===== src/rtl/toy_pack.sv =====
// Shared types and constants for the icache prefetch path: request payload,
// prefetcher FSM states and the cache line-address type.
package toy_pack;

    localparam int ADDR_WIDTH               = 32;
    localparam int ICACHE_REQ_TXNID_WIDTH   = 8;
    localparam int ICACHE_LINE_OFFSET_WIDTH = 6;
    localparam int ICACHE_PAGE_OFFSET_WIDTH = 12;
    localparam int OPCODE_WIDTH             = 3;

    typedef logic [ADDR_WIDTH-1:0]             req_addr_t;
    typedef logic [ICACHE_REQ_TXNID_WIDTH-1:0] req_txnid_t;
    typedef logic [OPCODE_WIDTH-1:0]           req_opcode_t;

    typedef logic [ADDR_WIDTH-ICACHE_LINE_OFFSET_WIDTH-1:0] icache_line_addr_t;

    localparam req_opcode_t PREF_OPCODE = 3'd4;

    typedef struct packed {
        req_addr_t   addr;
        req_txnid_t  txnid;
        req_opcode_t opcode;
    } pc_req_t;

    typedef enum logic {
        IDLE,
        ISSUE
    } pref_state_e;

endpackage


===== src/rtl/icache_pref_line_filter.sv =====
// Small fully associative filter of recently issued prefetch line addresses;
// combinational hit, round-robin replacement, single-cycle flush.
module icache_pref_line_filter
    import toy_pack::*;
#(
    parameter int FILTER_NUM = 4,
    parameter int LA_W       = ADDR_WIDTH - ICACHE_LINE_OFFSET_WIDTH
) (
    input  logic            clk,
    input  logic            rst_n,
    input  logic            flush,
    input  logic [LA_W-1:0] lookup_la,
    output logic            hit,
    input  logic            insert_vld,
    input  logic [LA_W-1:0] insert_la
);

    localparam int PTR_W = (FILTER_NUM > 1) ? $clog2(FILTER_NUM) : 1;

    logic [FILTER_NUM-1:0] valid_q;
    logic [LA_W-1:0]       la_q [FILTER_NUM];
    logic [PTR_W-1:0]      ptr_q;

    // NOTE: default assigned before the loop so hit is fully specified and no latch is inferred.
    always_comb begin
        hit = 1'b0;
        for (int i = 0; i < FILTER_NUM; i++) begin
            if (valid_q[i] && (la_q[i] == lookup_la)) begin
                hit = 1'b1;
            end
        end
    end

    // NOTE: state uses non-blocking assignments so every flop samples pre-edge values.
    always_ff @(posedge clk or negedge rst_n) begin
        if (!rst_n) begin
            valid_q <= '0;
            ptr_q   <= '0;
        end else if (flush) begin
            valid_q <= '0;
        end else if (insert_vld) begin
            valid_q[ptr_q] <= 1'b1;
            ptr_q          <= (ptr_q == PTR_W'(FILTER_NUM - 1)) ? '0 : ptr_q + PTR_W'(1);
        end
    end

    // NOTE: address storage is left unreset; valid_q alone decides whether an entry can hit.
    always_ff @(posedge clk) begin
        if (insert_vld && !flush) begin
            la_q[ptr_q] <= insert_la;
        end
    end

endmodule


===== src/rtl/icache_stream_prefetcher.sv =====
// Next-line stream prefetcher: each demand miss launches up to PREF_DEPTH
// sequential line prefetches within the miss page, filtered and MSHR-gated.
module icache_stream_prefetcher
    import toy_pack::*;
#(
    parameter int PREF_DEPTH        = 2,
    parameter int FILTER_NUM        = 4,
    parameter int LINE_OFFSET_WIDTH = ICACHE_LINE_OFFSET_WIDTH,
    parameter int PAGE_OFFSET_WIDTH = ICACHE_PAGE_OFFSET_WIDTH
) (
    input  logic       clk,
    input  logic       rst_n,
    input  logic       prefetch_enable,
    input  logic       miss_for_prefetch,
    input  req_addr_t  miss_addr_for_prefetch,
    input  req_txnid_t miss_txnid_for_prefetch,
    input  logic       pref_to_mshr_req_rdy,
    output logic       prefetch_req_vld,
    input  logic       prefetch_req_rdy,
    output pc_req_t    prefetch_req_pld
);

    localparam int LA_W  = ADDR_WIDTH - LINE_OFFSET_WIDTH;
    localparam int PG_SH = PAGE_OFFSET_WIDTH - LINE_OFFSET_WIDTH;
    localparam int CNT_W = $clog2(PREF_DEPTH + 1);

    typedef logic [LA_W-1:0]  la_t;
    typedef logic [CNT_W-1:0] cnt_t;

    pref_state_e state_q, state_d;
    la_t         base_la_q, base_la_d;
    req_txnid_t  txnid_q, txnid_d;
    cnt_t        count_q, count_d;
    logic        pend_vld_q, pend_vld_d;
    la_t         pend_la_q, pend_la_d;
    req_txnid_t  pend_txnid_q, pend_txnid_d;
    logic        vld_q, vld_d;
    pc_req_t     pld_q, pld_d;

    la_t        miss_la;
    logic       miss_offset_unused;
    logic       start_miss, start_pend, cont, eval;
    la_t        eff_base_la, cand_la;
    req_txnid_t eff_txnid;
    cnt_t       eff_count;
    logic       filter_hit;
    logic       insert_vld;

    assign miss_la            = miss_addr_for_prefetch[ADDR_WIDTH-1:LINE_OFFSET_WIDTH];
    assign miss_offset_unused = ^miss_addr_for_prefetch[LINE_OFFSET_WIDTH-1:0];

    // A candidate is evaluated only with nothing outstanding; a fresh miss or the
    // pending miss restarts the stream and is evaluated in the same cycle.
    assign start_miss = prefetch_enable && !vld_q && (state_q == IDLE) && miss_for_prefetch;
    assign start_pend = prefetch_enable && !vld_q && !start_miss && pend_vld_q;
    assign cont       = prefetch_enable && !vld_q && (state_q == ISSUE) && !pend_vld_q
                        && (count_q < cnt_t'(PREF_DEPTH));
    assign eval       = start_miss || start_pend || cont;

    assign eff_base_la = start_miss ? miss_la : (start_pend ? pend_la_q : base_la_q);
    assign eff_txnid   = start_miss ? miss_txnid_for_prefetch
                                    : (start_pend ? pend_txnid_q : txnid_q);
    assign eff_count   = (start_miss || start_pend) ? '0 : count_q;
    assign cand_la     = eff_base_la + la_t'(eff_count) + la_t'(1);

    assign insert_vld  = prefetch_enable && vld_q && prefetch_req_rdy;

    icache_pref_line_filter #(
        .FILTER_NUM (FILTER_NUM),
        .LA_W       (LA_W)
    ) u_filter (
        .clk        (clk),
        .rst_n      (rst_n),
        .flush      (!prefetch_enable),
        .lookup_la  (cand_la),
        .hit        (filter_hit),
        .insert_vld (insert_vld),
        .insert_la  (pld_q.addr[ADDR_WIDTH-1:LINE_OFFSET_WIDTH])
    );

    always_ff @(posedge clk or negedge rst_n) begin
        if (!rst_n) begin
            state_q      <= IDLE;
            base_la_q    <= '0;
            txnid_q      <= '0;
            count_q      <= '0;
            pend_vld_q   <= 1'b0;
            pend_la_q    <= '0;
            pend_txnid_q <= '0;
            vld_q        <= 1'b0;
            pld_q        <= '0;
        end else begin
            state_q      <= state_d;
            base_la_q    <= base_la_d;
            txnid_q      <= txnid_d;
            count_q      <= count_d;
            pend_vld_q   <= pend_vld_d;
            pend_la_q    <= pend_la_d;
            pend_txnid_q <= pend_txnid_d;
            vld_q        <= vld_d;
            pld_q        <= pld_d;
        end
    end

    always_comb begin
        state_d      = state_q;
        base_la_d    = base_la_q;
        txnid_d      = txnid_q;
        count_d      = count_q;
        pend_vld_d   = pend_vld_q;
        pend_la_d    = pend_la_q;
        pend_txnid_d = pend_txnid_q;
        vld_d        = vld_q;
        pld_d        = pld_q;

        if (!prefetch_enable) begin
            pend_vld_d = 1'b0;
            if (!vld_q || prefetch_req_rdy) begin
                vld_d   = 1'b0;
                state_d = IDLE;
            end
        end else if (vld_q) begin
            if (prefetch_req_rdy) begin
                vld_d   = 1'b0;
                count_d = count_q + cnt_t'(1);
            end
            if (miss_for_prefetch) begin
                pend_vld_d   = 1'b1;
                pend_la_d    = miss_la;
                pend_txnid_d = miss_txnid_for_prefetch;
            end
        end else begin
            if ((state_q == ISSUE) && !pend_vld_q && (count_q >= cnt_t'(PREF_DEPTH))) begin
                state_d = IDLE;
            end
            if (start_miss || start_pend) begin
                pend_vld_d = 1'b0;
            end
            if (miss_for_prefetch && !start_miss) begin
                pend_vld_d   = 1'b1;
                pend_la_d    = miss_la;
                pend_txnid_d = miss_txnid_for_prefetch;
            end
            if (eval) begin
                state_d   = ISSUE;
                base_la_d = eff_base_la;
                txnid_d   = eff_txnid;
                count_d   = eff_count;
                if (cand_la[LA_W-1:PG_SH] != eff_base_la[LA_W-1:PG_SH]) begin
                    state_d = IDLE;
                end else if (filter_hit) begin
                    count_d = eff_count + cnt_t'(1);
                end else if (pref_to_mshr_req_rdy) begin
                    vld_d        = 1'b1;
                    pld_d.addr   = {cand_la, {LINE_OFFSET_WIDTH{1'b0}}};
                    pld_d.txnid  = eff_txnid;
                    pld_d.opcode = PREF_OPCODE;
                end
            end
        end
    end

    assign prefetch_req_vld = vld_q;
    assign prefetch_req_pld = pld_q;

endmodule


===== config.mk =====
export PLATFORM = sky130hd
export DESIGN_NAME = icache_stream_prefetcher
export DESIGN_NICKNAME = d
export VERILOG_FILES = /design/src/rtl/toy_pack.sv /design/src/rtl/icache_pref_line_filter.sv /design/src/rtl/icache_stream_prefetcher.sv
export SDC_FILE = /design/constraint.sdc
export NUM_CORES = 1
export LEC_CHECK = 0
export CORE_MARGIN = 8
export CORE_UTILIZATION = 35
export CTS_CLUSTER_SIZE = 20
export DETAILED_ROUTE_END_ITERATION = 6
export MAX_ROUTING_LAYER = met4
export PLACE_DENSITY_LB_ADDON = 0.1
export SYNTH_ARGS = -nofsm -noshare
export SYNTH_HDL_FRONTEND = slang
export SYNTH_HIERARCHICAL = 1
export SYNTH_SLANG_ARGS = --single-unit

===== constraint.sdc =====
create_clock -name clk -period 6.9 [get_ports clk]
set_input_delay 1.035 -clock clk [delete_from_list [all_inputs] [get_ports clk]]
set_output_delay 1.035 -clock clk [all_outputs]
set_load 0.1 [all_outputs]

**After elaboration in Yosys (flattened, before gate mapping)**

Memory sizes are Yosys's and may differ from the RTL's.
Index checks and enable logic that the tools add are counted.
W data, S select, Z words.

- Register bits: 114
- Bits in writable memories: 104
- Input port bits: 46
- Output and inout bits: 44
- Word-level logic and storage cells: 121
- Memories: 1

- Add/subtract/negate cells: 5
- Order comparisons: 4
- Eq/ne operators: 13
- Multiplexer cells: 45
- Bitwise gates (word level): 5
- Reductions and logical operators: 35

Memories:

| name | depth | width | read ports | clocked after Yosys merged registers in | write ports | RTL line | RTL |
|---|---|---|---|---|---|---|---|
| u_filter.la_q | 4 | 26 | 4 | 0 | 1 | icache_pref_line_filter.sv:21 | `logic [LA_W-1:0] la_q [FILTER_NUM];` |

Operator list:

| operator | number |
|---|---|
| $mux W26 | 5 |
| $eq A26 B26 Y1 | 4 |
| $mux W8 | 5 |
| $add A26 B1 Y26 const B | 1 |
| $add A26 B2 Y26 | 1 |
| $mux W1 | 25 |
| $ne A20 B20 Y1 | 1 |
| $logic_and A1 B1 Y1 | 19 |
| $mux W2 | 7 |
| $reduce_and A3 Y1 | 4 |
| $mux W4 | 2 |
| $add A2 B1 Y2 const B | 3 |
| $ne A2 B2 Y1 const B | 3 |
| $reduce_and A6 Y1 | 1 |
| $reduce_bool A2 Y1 | 3 |
| $ne A4 B1 Y1 const B | 1 |
| $not A1 Y1 | 4 |
| $or A4 B4 Y4 | 1 |
| $reduce_and A2 Y1 | 2 |
| $logic_not A1 Y1 | 3 |
| $logic_or A1 B1 Y1 | 3 |
| $lt A2 B3 Y1 const B | 1 |
| $ne A3 B1 Y1 const B | 1 |
| $ne A3 B3 Y1 const B | 1 |
| 6 further kinds | 6 |

**Longest topological paths before layout**

- Depth in word-level cells: 22
- Gate-level depth with buffers: 30
- Mapped depth without buffers: 21

**Hierarchy**

Netlist, hierarchy kept.

Modules (own cells, without submodules):

| module | instances | cells each | area each (µm²) | seq. area each (µm²) |
|---|---|---|---|---|
| icache_stream_prefetcher | 1 | 515 | 5282.6 | 2702.6 |
| icache_pref_line_filter | 1 | 276 | 4621.9 | 3273.1 |

**Least setup slack after synthesis**

OpenSTA, ideal clock, no wires.

- Kind: input to register
- Start point: input port prefetch_enable
- End point: register pld_q, in the netlist prefetch_req_pld[29]
- Setup time: 0.128 ns
- Arrival: 5.940 ns
- Data required time: 6.772 ns
- Slack: 0.832 ns
- Stages: 26
- Buffers on the path: 7
- Path through: buf_4 nand4bb_1 buf_4 buf_4 buf_2 buf_2 buf_1 nor2_1 a21oi_1 inv_1 ha_1 fa_1 nor3_1 nand4_2 nor3_2 nand3_1 xnor2_1 xnor2_1 nand4_1 nor4_1 nand4_1 nand4_1 nor3b_1 o21a_1 buf_6 mux2_1

- Longest elaborated chain between the ends: 18
- Elaborated cells on any way between the ends: 32
- Those cells by class: add/sub (2); eq/ne (5); mux (7); bitwise (2); reduce/logical (16)

RTL lines:

| item | RTL line | RTL |
|---|---|---|
| start: declaration | icache_stream_prefetcher.sv:13 | `input logic prefetch_enable,` |
| $logic_and A1 B1 Y1 * | icache_stream_prefetcher.sv:54, icache_stream_prefetcher.sv:55 |  |
| $logic_and A1 B1 Y1 (2 in series) | icache_stream_prefetcher.sv:54 | `assign start_miss = prefetch_enable && !vld_q && (state_q == IDLE) && miss_for_prefetch;` |
| $logic_not A1 Y1 | icache_stream_prefetcher.sv:55 | `assign start_pend = prefetch_enable && !vld_q && !start_miss && pend_vld_q;` |
| $logic_and A1 B1 Y1 (2 in series) | icache_stream_prefetcher.sv:55 |  |
| $mux W26 / $logic_or A1 B1 Y1 (equally long branches) | icache_stream_prefetcher.sv:60, icache_stream_prefetcher.sv:63 |  |
| $mux W26 / $mux W2 (equally long branches) | icache_stream_prefetcher.sv:60, icache_stream_prefetcher.sv:63 |  |
| $add A26 B2 Y26 * | icache_stream_prefetcher.sv:64 | `assign cand_la = eff_base_la + la_t'(eff_count) + la_t'(1);` |
| $add A26 B1 Y26 * | icache_stream_prefetcher.sv:64 |  |
| named net cand_la[18] | icache_stream_prefetcher.sv:43 | `la_t eff_base_la, cand_la;` |
| $eq A26 B26 Y1 | icache_pref_line_filter.sv:28 | `if (valid_q[i] && (la_q[i] == lookup_la)) begin` |
| $logic_and A1 B1 Y1 | icache_pref_line_filter.sv:28 |  |
| $mux W1 (3 in series) | icache_pref_line_filter.sv:28 |  |
| $mux W1 * | icache_pref_line_filter.sv:28 |  |
| named net filter_hit | icache_stream_prefetcher.sv:46 | `logic filter_hit;` |
| $not A1 Y1 (no source line) * | -- |  |
| $reduce_and A6 Y1 (no source line) * | -- |  |
| end signal: assignment | icache_stream_prefetcher.sv:101 | `pld_q <= pld_d;` |
| end: declaration | icache_stream_prefetcher.sv:38 | `pc_req_t pld_q, pld_d;` |

The timed path passes the listed nets; every way through them passes the cells marked *.
A chain may end at the register's enable or synchronous reset.

**Worst setup path after layout**

- Start point: input port prefetch_enable
- End point: register pld_q, in the netlist prefetch_req_pld[30]

Same word-level chain as after synthesis.

==> summary.txt <==
Min path
  • Hold Crit Class: reg -> reg
  • Hold wc startpoint: prefetch_req_pld[2]
  • Min-Delay Path Depth: 1
  • Hold EP: prefetch_req_pld[2]

Synthesis
  • Synth area leaders: edfxtp_1 32%, dfrtp_1 29%, xnor2_1 6.8%
  • Post-synthesis sequential area ratio: 60.3%
  • #FFs+latches synth: 218
  • Top_reg_cell synth: dfrtp_1
  • Most common library cells after synthesis: 149 x nand2_1, 114 x dfrtp_1, 104 x edfxtp_1, 77 x xnor2_1, 48 x xor2_1
  • Area fraction of the dominant cell type after synthesis: 31.5%
  • Post-synth EDFFs: 104
  • Netlist cell types: 59
  • Synth area leader: edfxtp_1
  • Synth warn: 6
  • Mapped Avg Cell Area: 12.5 um^2
  • Top-count cell post-synth: nand2_1
  • Synthesized cell area: 9900 um^2
  • Synth async-reset ratio: 52.3%
  • Cells after Synth: 791

Pwr
  • Maximum vdd ir drop: 0.243 mV
  • Power per cell area: 534 nW/um^2
  • Clock share of power: 22.4%
  • P_sw: 2.74 mW
  • Logic gate share of total power: 46.2%
  • Pint: 3.75 mW
  • Switching Fraction: 42.2%
  • Leakage: 4.78 nW
  • Flop pwr share: 31.4%
  • Total power: 6.49 mW

Clock tree
  • CTS tree: yes
  • PostCTS Resize Cnt: 0
  • CTS max path bufs: 3
  • Clock transition at path regs: 0.05 ns
  • Worst skew pair latency: 0.52 ns
  • Hold-fix buffers, CTS: 0
  • Number of buffers created by CTS: 25
  • Root Buffer: clkbuf_16
  • Clock Sinks: 218
  • H-tree depth: 1
  • Post-CTS Setup Inserts: 0

Setup path
  • Req. time, crit path: 7.29 ns
  • CP endpoint kind: flip-flop
  • Cell Chain, Critical Path: clkdlybuf4s50_1, nand3b_4, mux2i_1, a21oi_1, inv_1, ha_1, fa_1, nor3_1, buf_4, nand4_2, nor3_2, buf_4, nand2_1, xnor2_1, xnor2_1, nand4_1, nor4_1, nand4_1, nand4_1, nor3b_1, o21a_1, buf_12, mux2_1
  • Startpoint Class: primary input
  • Most frequent CP cell: nand4_1
  • Path type of the worst setup path: in -> reg
  • Slowest CP cell: clkdlybuf4s50_1
  • Crit path from: prefetch_enable
  • Reg-to-Reg Start: prefetch_req_vld
  • R2r worst-path depth: 17
  • R2r endpoint: prefetch_req_pld[30]
  • Worst Path Arrival: 6.47 ns
  • Max incr delay on CP: 0.73 ns
  • Critical path fanouts, max: 32
  • Flop-to-flop setup slack: 1.39 ns

Die
  • Die X: 184 um
  • Die H: 184 um
  • Die Area: 33900 um^2
  • Core box area: 27900 um^2
  • Initial Util: 35.6%
  • IO Count: 90
  • Standard-cell rows: 61

Layout
  • N_diodes: 0
  • Share of layout cells above drive strength 1: 16.5%
  • Layout net count: 957
  • P&R area growth vs syn: 22.7%
  • Design Area, Final: 12200 um^2

Detailed routing
  • Post-route ant nets: 0
  • Pre-antenna DRT Iters: 4
  • Post-DR wirelength/cell: 19.4 um
  • Detailed-route DRC error count: 0
  • Final wirelength: 25200 um
  • Vias per Instance: 4.80
  • Via count: 6236
  • Initial drt markers: 351

Global routing
  • Via count of the first global-routing pass: 6594
  • Number of antenna violations at the first check in global routing: 0
  • First-pass GRT wire length: 39000 um
  • Total track usage: 15.3%
  • Grt ovf: 0
  • Largest net degree at the start of global routing: 66

STA
  • Setup TNS: 0 ns
  • Final Critical Period: 6.08 ns
  • Worst-Margin Slew: 1.03 ns
  • Clock Skews: 0.0156 ns
  • Slew Limit Fails: 0
  • Setup-failing EPs final: 0
  • Tcrit/Tclk final: 88.1%
  • Hold Fails Final Rpt: 0
  • Slew margin rel.: 30.6%
  • Fmax achieved: 164 MHz
  • Worst setup margin: 0.818 ns
  • Unrepaired setup endpoints after global routing: no

Placement
  • Pre-CTS WS: 0.194 ns
  • Final RePlAce weighted congestion: 0.812
  • DP HPWL: 17700 um
  • Port buffer count: 75
  • Placed cell area: 11200 um^2

Flow run
  • Max Cap Violations: 0

Outcome
  • Status: finished, final reports clean
==> how the worst max path moves through the flow <==
stage / endpoint / slack (ns) / depth (start not counted)
final: prefetch_req_pld[30] / 0.82 / 23
after global routing: prefetch_req_pld[17] / 0.43 / 24
after CTS: prefetch_req_pld[30] / 0.74 / 23
after detailed placement: prefetch_req_pld[30] / 0.19 / 23
after global placement: prefetch_req_pld[30] / 0.24 / 23
after floorplan: prefetch_req_pld[29] / 0.83 / 26
==> per-stage QoR <==
stage / hold WS (ns) / cells / util, %
floorplan: 0.453 / 798 / -
global placement: 0.453 / 1254 / 40.4
detailed placement: 0.452 / 1254 / 40.4
CTS: 0.475 / 1300 / 43.6
global route: 0.500 / 1300 / 43.6
finish: 0.471 / 1300 / 43.6
==> cells by family after synthesis <==
logic type | count (synthesis) | share of synthesized area (%)
xor+xnor | 129 | 11.7
fa+ha+maj | 8 | 1.09
flops | 218 | 60.3
simple gates | 274 | 13.4
compound gates | 63 | 5.20
mux | 43 | 4.86
other cells | 1 | 0.0379
buf+inv | 55 | 3.40
==> layer usage <==
| layer | routed length [um] | vias to the layer above | track usage, % |
|---|---|---|---|
| met5 | 0 | - | - |
| met4 | 518 | 0 | 3.61 |
| met3 | 1060 | 35 | 2.70 |
| met2 | 11800 | 147 | 24.5 |
| met1 | 11900 | 3094 | 20.0 |
| li1 | - | 2960 | - |
==> layout make-up <==
| type | count | area (um^2) |
|---|---|---|
| fillers | 2558 | 15700 |
| flip-flops and latches | 218 | 5980 |
| multi-input cells | 525 | 3640 |
| repair buffers | 118 | 1100 |
| clock buffers | 36 | 707 |
| well taps | 378 | 473 |
| clock inverters | 10 | 204 |
| inverters | 15 | 56.3 |
==> registers in the layout (all words and copies together), names as in the netlist <==
register,cells
state_q,1
prefetch_req_pld,35
pend_la_q,26
pend_vld_q,1
prefetch_req_vld,1
u_filter/ptr_q,2
pend_txnid_q,8
count_q,2
u_filter/valid_q,4
base_la_q,26
txnid_q,8
u_filter/la_q,104
==> layout by cell type (no fill, tap or decap), types with 15 or more instances in the layout <==
master	synthesis	final
clkdlybuf4s50_1	0	74
edfxtp_1	104	104
nand4_1	25	25
clkbuf_16	0	25
xnor2_1	77	77
buf_4	14	42
nand2_1	149	149
xor2_1	48	48
dfrtp_1	114	114
nor2_1	41	41
a31oi_1	20	20
inv_1	15	15
mux2_2	36	36
==> worst max-delay path: cells and delay by family <==
kind | cells | cell delay, ns
compound gates | 2 | 0.35
mux | 2 | 0.49
buf+inv | 5 | 1.31
xor+xnor | 2 | 0.52
simple gates | 10 | 2.10
fa+ha+maj | 2 | 0.65
==> power by group through the flow <==
| stage | Sequential [mW] | Clock, mW | Combinational, mW |
|---|---|---|---|
| floorplan | 2.67 | 0 | 1.46 |
| global placement | 2.04 | 0 | 3.01 |
| detailed placement | 2.06 | 0 | 3.04 |
| CTS | 2.04 | 1.49 | 3.05 |
| global route | 2.08 | 1.55 | 3.20 |
| finish | 2.04 | 1.45 | 3.00 |
Note: power is estimated with default switching activity, not from simulation.
